## config.mk

```make
export PLATFORM = sky130hd
export DESIGN_NAME = uart_shift_reg
export DESIGN_NICKNAME = d
export VERILOG_FILES = /design/src/rtl/uart_shift_reg.sv
export SDC_FILE = /design/constraint.sdc
export NUM_CORES = 1
export LEC_CHECK = 0
export CAP_MARGIN = 20
export CORE_MARGIN = 2
export CORE_UTILIZATION = 36
export DETAILED_ROUTE_END_ITERATION = 10
export PLACE_DENSITY = 0.81
export SETUP_SLACK_MARGIN = 0.15
export SLEW_MARGIN = 20
export SYNTH_ARGS = -nofsm -noshare
export SYNTH_HDL_FRONTEND = slang
export SYNTH_SLANG_ARGS = --single-unit
```

## constraint.sdc

```tcl
create_clock -name clk -period 1.1 [get_ports clk]
set_input_delay 0.275 -clock clk [delete_from_list [all_inputs] [get_ports clk]]
set_output_delay 0.275 -clock clk [all_outputs]
set_load 0.01 [all_outputs]
```

## src/rtl/uart_shift_reg.sv

```systemverilog
// uart_shift_reg: N-bit shift register for the UART datapath.
// Synchronous parallel load, selectable shift direction, serial in/out and a
// saturating shift counter with a done flag. One instance serialises a TX
// frame (dir=0, LSB first) or deserialises an RX frame without external
// counting logic.
module uart_shift_reg #(
    parameter int           N       = 8,
    parameter logic [N-1:0] RST_VAL = {N{1'b1}}
) (
    input  logic                     clk,
    input  logic                     reset,
    input  logic                     load,
    input  logic [N-1:0]             d,
    input  logic                     shift_en,
    input  logic                     dir,
    input  logic                     serial_in,
    output logic [N-1:0]             q,
    output logic                     serial_out,
    output logic [$clog2(N+1)-1:0]   count,
    output logic                     done
);

    localparam int CW = $clog2(N+1);

    // Count value just before the final shift of a frame; when a shift happens
    // from here, count reaches N and done rises on the same edge.
    localparam logic [CW-1:0] LAST_CNT = CW'(N - 1);

    logic [N-1:0] shr;
    logic [N-1:0] shl;

    // Next-value candidates for both shift directions. Written as loops so
    // N=1 works without out-of-range slices (both collapse to serial_in).
    always_comb begin
        shr = '0;
        shl = '0;
        shr[N-1] = serial_in;
        shl[0]   = serial_in;
        for (int i = 0; i < N - 1; i++) begin
            shr[i]   = q[i+1];
            shl[i+1] = q[i];
        end
    end

    // Register update with priority reset > load > shift > hold. done mirrors
    // count == N, so it doubles as the saturation guard for shift_en.
    always_ff @(posedge clk) begin
        if (reset) begin
            q     <= RST_VAL;
            count <= '0;
            done  <= 1'b0;
        end else if (load) begin
            q     <= d;
            count <= '0;
            done  <= 1'b0;
        end else if (shift_en && !done) begin
            q     <= dir ? shl : shr;
            count <= count + CW'(1);
            done  <= (count == LAST_CNT);
        end
    end

    // The bit that leaves on the next shift, following the live dir input.
    assign serial_out = dir ? q[N-1] : q[0];

endmodule

```

==> results.py, run 1 <==
metrics = {
    "synth": {
        "yosys.area.top_type": "dfxtp_1",
        "synth_fp_nets": 94,
        "synth_edf_count": 0,
        "ys_top_cells_by_area": "dfxtp_1 (39%), a211oi_1 (9.1%), o31ai_1 (9.1%)",
        "synth_most_common_cell": "dfxtp_1",
        "synth_area_per_cell_um2": 8.378,
        "ys_async_sr_fraction_pct": 0,
        "syn-cell-area_um2": 661.9,
        "ys_seq_area_share_pct": 39.32,
        "ys_types": 23,
        "yosys_most_used_dff": "dfxtp_1",
        "yosysTopAreaCellShare_pct": 39.32,
        "ys.warnings.count": 0,
        "synth_common_cells": "dfxtp_1 (13), nor2_1 (11), a21oi_1 (10)",
        "syn_inst": 79,
        "ys_ff_latch": 13,
    },
    "cells_and_area": {
        "antenna_cells": 0,
        "fin_util_pct": 88.41,
        "drive_gt1_share_pct": 68.15,
        "final_area_um2": 1526,
        "layout.nets": 151,
        "area_growth_syn_to_layout_pct": 130.6,
        "num-fill-cells": 87,
    },
    "floorplan": {
        "io_pins": 28,
        "die-height_um": 46.88,
        "die_w_um": 46.88,
        "rows": 15,
        "placeableCoreArea_um2": 1727,
        "initial_utilization_pct": 38.33,
        "fp.dieArea_um2": 2198,
    },
    "global_route": {
        "antenna_found_initial": 0,
        "overflow": 0,
        "grt_pass1_vias": 818,
        "grt_start_max_net_pins": 17,
        "grt_pass1_wl_mm": 3.443,
        "grt.total_usage_pct": 22.62,
    },
    "critical_path": {
        "worst_setup_path_end_kind": "output port",
        "path_cells": "mux2_4, buf_6",
        "start_kind": "register",
        "worstPathRequired_ps": 820,
        "cp_slowest_stage_delay_ps": 320,
        "path_max_fanout": 2,
        "crit_slowest_cell": "dfxtp_1",
        "worstPathArrival_ps": 1000,
        "criticalPathCategory": "reg2out",
    },
    "timing": {
        "maxSlewViolCount": 0,
        "slew_headroom_pct": 83.33,
        "fmax_mhz": 782.4,
        "clock_skew_ps": 2.480,
        "finalSetupViolations": 8,
        "hold_slack_ps": 575.7,
        "rsz0062_at_grt": "yes",
        "tightest_slew_ps": 247.4,
        "hold_violations": 0,
        "fin_crit_ps": 1278,
        "fin_ws_ps": -178.1,
        "finalCritPeriodShare_pct": 116.2,
    },
    "drt": {
        "remaining_drc_errors": 0,
        "drt_iter0_drc": 3,
        "antenna_left": 0,
        "vias_per_cell": 5.194,
        "avgRoutedWirePerCell_um": 16.48,
        "first_pass_iters": 2,
        "routed_wl_mm": 2.637,
        "vias": 831,
    },
    "placed_design": {
        "hpwl_mm": 1.512,
        "finalWeightedCongestion": 0.7675,
        "place_area_um2": 1162,
        "port-buffer-count": 27,
        "place_ws_ps": -739.1,
    },
    "min_path": {
        "hp-class": "in2reg",
    },
    "clocking": {
        "clock_latency_ps": 290,
        "clk_pin_slew_ps": 90,
        "cts-root-buf": "clkbuf_4",
        "ctsHtreeMaxLevel": 1,
        "cts_tree": "built",
        "cts_buffers": 3,
        "numClockSinks": 13,
        "clock_path_buffers": 2,
    },
    "power": {
        "power_density_nw_per_um2": 856.4,
        "vdd_drop_max_mv": 0.8728,
        "p_leak_nw": 0.6029,
    },
    "run": {
        "cap_violations": 0,
    },
    "status": {
        "outcome": "finished, violations left",
        "violations": "negative setup slack",
    },
}
-- worst max-delay path: cells and delay by family, from the launching register on --
kind / cells / cell delay (ps)
flops: 1 / 320
mux: 1 / 270
buf+inv: 1 / 120
-- report_power, final --
group          internal, mW  total [mW]  leakage, nW  switching [mW]
logic                 0.263       0.458        0.480           0.194
registers             0.500       0.520        0.108          0.0200
clock network         0.141       0.329       0.0150           0.188
total                 0.905        1.31        0.603           0.402
-- state kept, by name, summed over array words and instances (netlist names) --
name and flops:
done 1, q 8, count 4
-- area by class of cell --
class | instances | area (um^2) | area share, %
well taps | 25 | 31.28 | 2.049
inverters | 1 | 3.754 | 0.2459
flip-flops and latches | 13 | 275.3 | 18.03
clock buffers | 4 | 26.28 | 1.721
repair buffers | 58 | 619.3 | 40.57
multi-input cells | 59 | 570.5 | 37.38
-- final timing paths --
| path | start | end | slack (ps) | depth (start not counted) |
|---|---|---|---|---|
| worst max-delay path | q[0] | serial_out | -180 | 2 |
| worst min-delay path | d[2] | q[2] | 580 | 3 |
| worst max register to register | done | q[1] | -40 | 5 |
| worst min register to register | count[3] | count[3] | 580 | 2 |
-- layer usage --
| layer | GRT usage, % | wire [um] | up-vias |
|---|---|---|---|
| li1 | - | - | 394 |
| met1 | 24.06 | 1019 | 402 |
| met2 | 43.56 | 1433 | 26 |
| met3 | 2.308 | 90 | 9 |
| met4 | 11.11 | 93 | 0 |
| met5 | 0 | 0 | - |
-- placed cells by master, fill, tap and decap left out, types with 2 or more instances in the layout --
cell,count
clkdlybuf4s50_1,11
o31ai_2,4
buf_12,5
nor2_1,3
nor2b_1,3
a21oi_1,9
o31ai_1,4
a211oi_4,2
a211oi_2,6
buf_6,23
nor2b_4,2
buf_4,16
and2b_1,3
clkbuf_4,3
nor2_4,7
dfxtp_2,12
-- cell families (layout without fill, tap and decap cells) --
family          Yosys count  count (layout)  share of synthesized area [%]
compound gates           28              28                          27.79
simple gates             27              27                          21.17
flops                    13              13                          39.32
buf+inv                   7              63                          5.481
xor+xnor                  2               2                          2.647
fa+ha+maj                 1               1                          1.890
mux                       1               1                          1.701
-- what timing repair did --
action,in CTS,in global routing
gates resized for setup,98,34
hold buffers,0,0
pin swaps,9,19
setup endpoints to repair,27,27
buffers inserted,4,5
-- stage by stage --
stage / setup TNS [ps] / total power, mW / std cells
after floorplan: 0 / 0.6695 / 79
after global placement: -5779 / 0.8448 / 147
after detailed placement: -6319 / 0.8549 / 147
after CTS: -363.6 / 1.190 / 155
after global routing: -1122 / 1.366 / 160
final: -532.2 / 1.307 / 160
Note: power is estimated with default switching activity, not from simulation.
==> inputs of run 2 (changes only) <==
- CORE_MARGIN: 2 -> 4
==> results.py, run 2 (synthesized netlist as in run 1, its figures left out) <==
metrics = {
    "status": {
        "outcome": "finished, violations left",
        "violations": "negative setup slack",
    },
    "cells_and_area": {
        "layout_commonest_cell": "buf_6",
        "drive_gt1_share_pct": 69.70,
        "area_growth_syn_to_layout_pct": 114.9,
        "instances_no_fill": 157,
        "antenna_cells": 0,
        "top_register": "q",
        "num-fill-cells": 97,
        "largest_register_ffs": 8,
        "layout.nets": 148,
        "final_cell_mix": "buf_6 (25), buf_4 (15), dfxtp_2 (13)",
        "top_regs": "q: 8 flops, count: 4 flops, done: 1 flops",
    },
    "power": {
        "power_density_nw_per_um2": 880.7,
        "pwr-share-clk_pct": 24.8,
        "pwr-share-comb_pct": 33.7,
        "swShare_pct": 29.01,
        "switching_power_mw": 0.3635,
        "vdd_drop_max_mv": 0.7467,
        "internal_power_mw": 0.8895,
        "p_leak_nw": 0.5657,
        "p_seq_share_pct": 41.5,
    },
    "placed_design": {
        "hpwl_mm": 1.413,
        "finalWeightedCongestion": 0.7388,
        "place_ws_ps": -730.5,
        "dp_cells": 146,
        "port-buffer-count": 27,
    },
    "clocking": {
        "clk_pin_slew_ps": 90,
        "ctsHtreeMaxLevel": 1,
        "numClockSinks": 13,
        "cts_tree": "built",
        "cts-root-buf": "clkbuf_4",
        "holdBufCountCts": 0,
        "clock_path_buffers": 2,
        "cts_buffers": 3,
        "clock_latency_ps": 280,
    },
    "drt": {
        "avgRoutedWirePerCell_um": 15.06,
        "first_pass_iters": 4,
        "remaining_drc_errors": 0,
        "vias_per_cell": 5.185,
        "vias": 814,
        "routed_wl_mm": 2.364,
        "antenna_left": 0,
        "drt_iter0_drc": 12,
    },
    "timing": {
        "hold_violations": 0,
        "hold_slack_ps": 519.8,
        "maxSlewViolCount": 0,
        "slew_headroom_pct": 84.93,
        "fin_crit_ps": 1268,
        "fmax_mhz": 788.5,
        "finalCritPeriodShare_pct": 115.3,
        "clock_skew_ps": 6.610,
        "tightest_slew_ps": 225.7,
        "finalSetupViolations": 3,
        "fin_ws_ps": -168.3,
        "rsz0062_at_grt": "yes",
    },
    "min_path": {
        "hp-class": "reg2reg",
        "hp-start": "count[3]",
    },
    "global_route": {
        "grt_start_max_net_pins": 17,
        "overflow": 0,
        "grt_pass1_vias": 862,
        "grt.total_usage_pct": 20.26,
        "antenna_found_initial": 0,
        "grt_pass1_wl_mm": 3.946,
    },
    "floorplan": {
        "placeableCoreArea_um2": 1727,
        "die-height_um": 50.88,
        "fp.dieArea_um2": 2589,
        "initial_utilization_pct": 38.33,
        "die_w_um": 50.88,
        "rows": 15,
        "io_pins": 28,
    },
    "critical_path": {
        "start_kind": "register",
        "crit_start": "q[0]",
        "worst_setup_path_end_kind": "output port",
        "criticalPathCategory": "reg2out",
        "path_max_fanout": 2,
        "r2r_start": "done",
        "worstPathRequired_ps": 820,
        "worstPathArrival_ps": 990,
    },
    "run": {
        "cap_violations": 0,
    },
}
run 2: cell count changes in the layout (fill, tap and decap cells not counted), moves of 2 or more:
cell      previous run  this run
a211oi_2             6         8
a211oi_4             2         0
buf_12               5         1
buf_6               23        25
nor2_2               1         7
nor2_4               7         1
nor2b_2              1         3
run 2: metrics by stage:
step / total power [mW] / util [%] / instance area (um^2) / setup TNS, ps
2_1_floorplan: 0.6695 / - / 732.0 / 0
3_3_place_gp: 0.8431 / 66.88 / 1155 / -5808
3_5_place_dp: 0.8503 / 66.88 / 1155 / -5970
4_1_cts: 1.231 / 80.22 / 1385 / -334.0
5_1_grt: 1.328 / 82.39 / 1423 / -690.6
6_report: 1.253 / 82.39 / 1423 / -307.3
run 2: routing by layer:
| metal | track usage [%] | share of wire, % | vias to the layer above |
|---|---|---|---|
| met5 | 0 | 0 | - |
| met4 | 5.830 | 0.59 | 0 |
| met3 | 4.665 | 5.7 | 2 |
| met2 | 38.04 | 55 | 37 |
| met1 | 22.48 | 39 | 384 |
| li1 | - | - | 391 |
run 2: what timing repair did:
| item | 4_1_cts | 5_1_grt |
|---|---|---|
| resized for setup | 116 | 8 |
| setup buffers | 7 | 0 |
| pin swaps | 22 | 4 |
| endpoints found under the setup margin | 27 | 26 |
run 2: worst max-delay path: stages, from the launching register on:
cell and delay [ps]:
dfxtp_2 330, mux2_4 270, buf_6 120
run 2: layout make-up:
cell class | instances | area, um^2 | share of cell area, %
Timing Repair Buffer | 55 | 556.8 | 39.14
Multi-Input combinational cell | 59 | 528.0 | 37.12
Sequential cell | 13 | 276.5 | 19.44
Tap cell | 25 | 31.28 | 2.199
Clock buffer | 4 | 26.28 | 1.847
Inverter | 1 | 3.754 | 0.2639
run 2: final timing paths:
kind	endpoint	slack (ps)	cells after the start
worst min register to register	count[3]	520	2
worst min-delay path	count[3]	520	2
worst max register to register	q[3]	20	5
worst max-delay path	serial_out	-170	2
run 2: power groups by stage:
| stage | Sequential, mW | Clock [mW] | Combinational (mW) |
|---|---|---|---|
| 6_report | 0.520 | 0.311 | 0.422 |
| 5_1_grt | 0.524 | 0.356 | 0.447 |
| 4_1_cts | 0.519 | 0.316 | 0.396 |
| 3_5_place_dp | 0.520 | 0 | 0.331 |
| 3_3_place_gp | 0.519 | 0 | 0.324 |
| 2_1_floorplan | 0.543 | 0 | 0.127 |
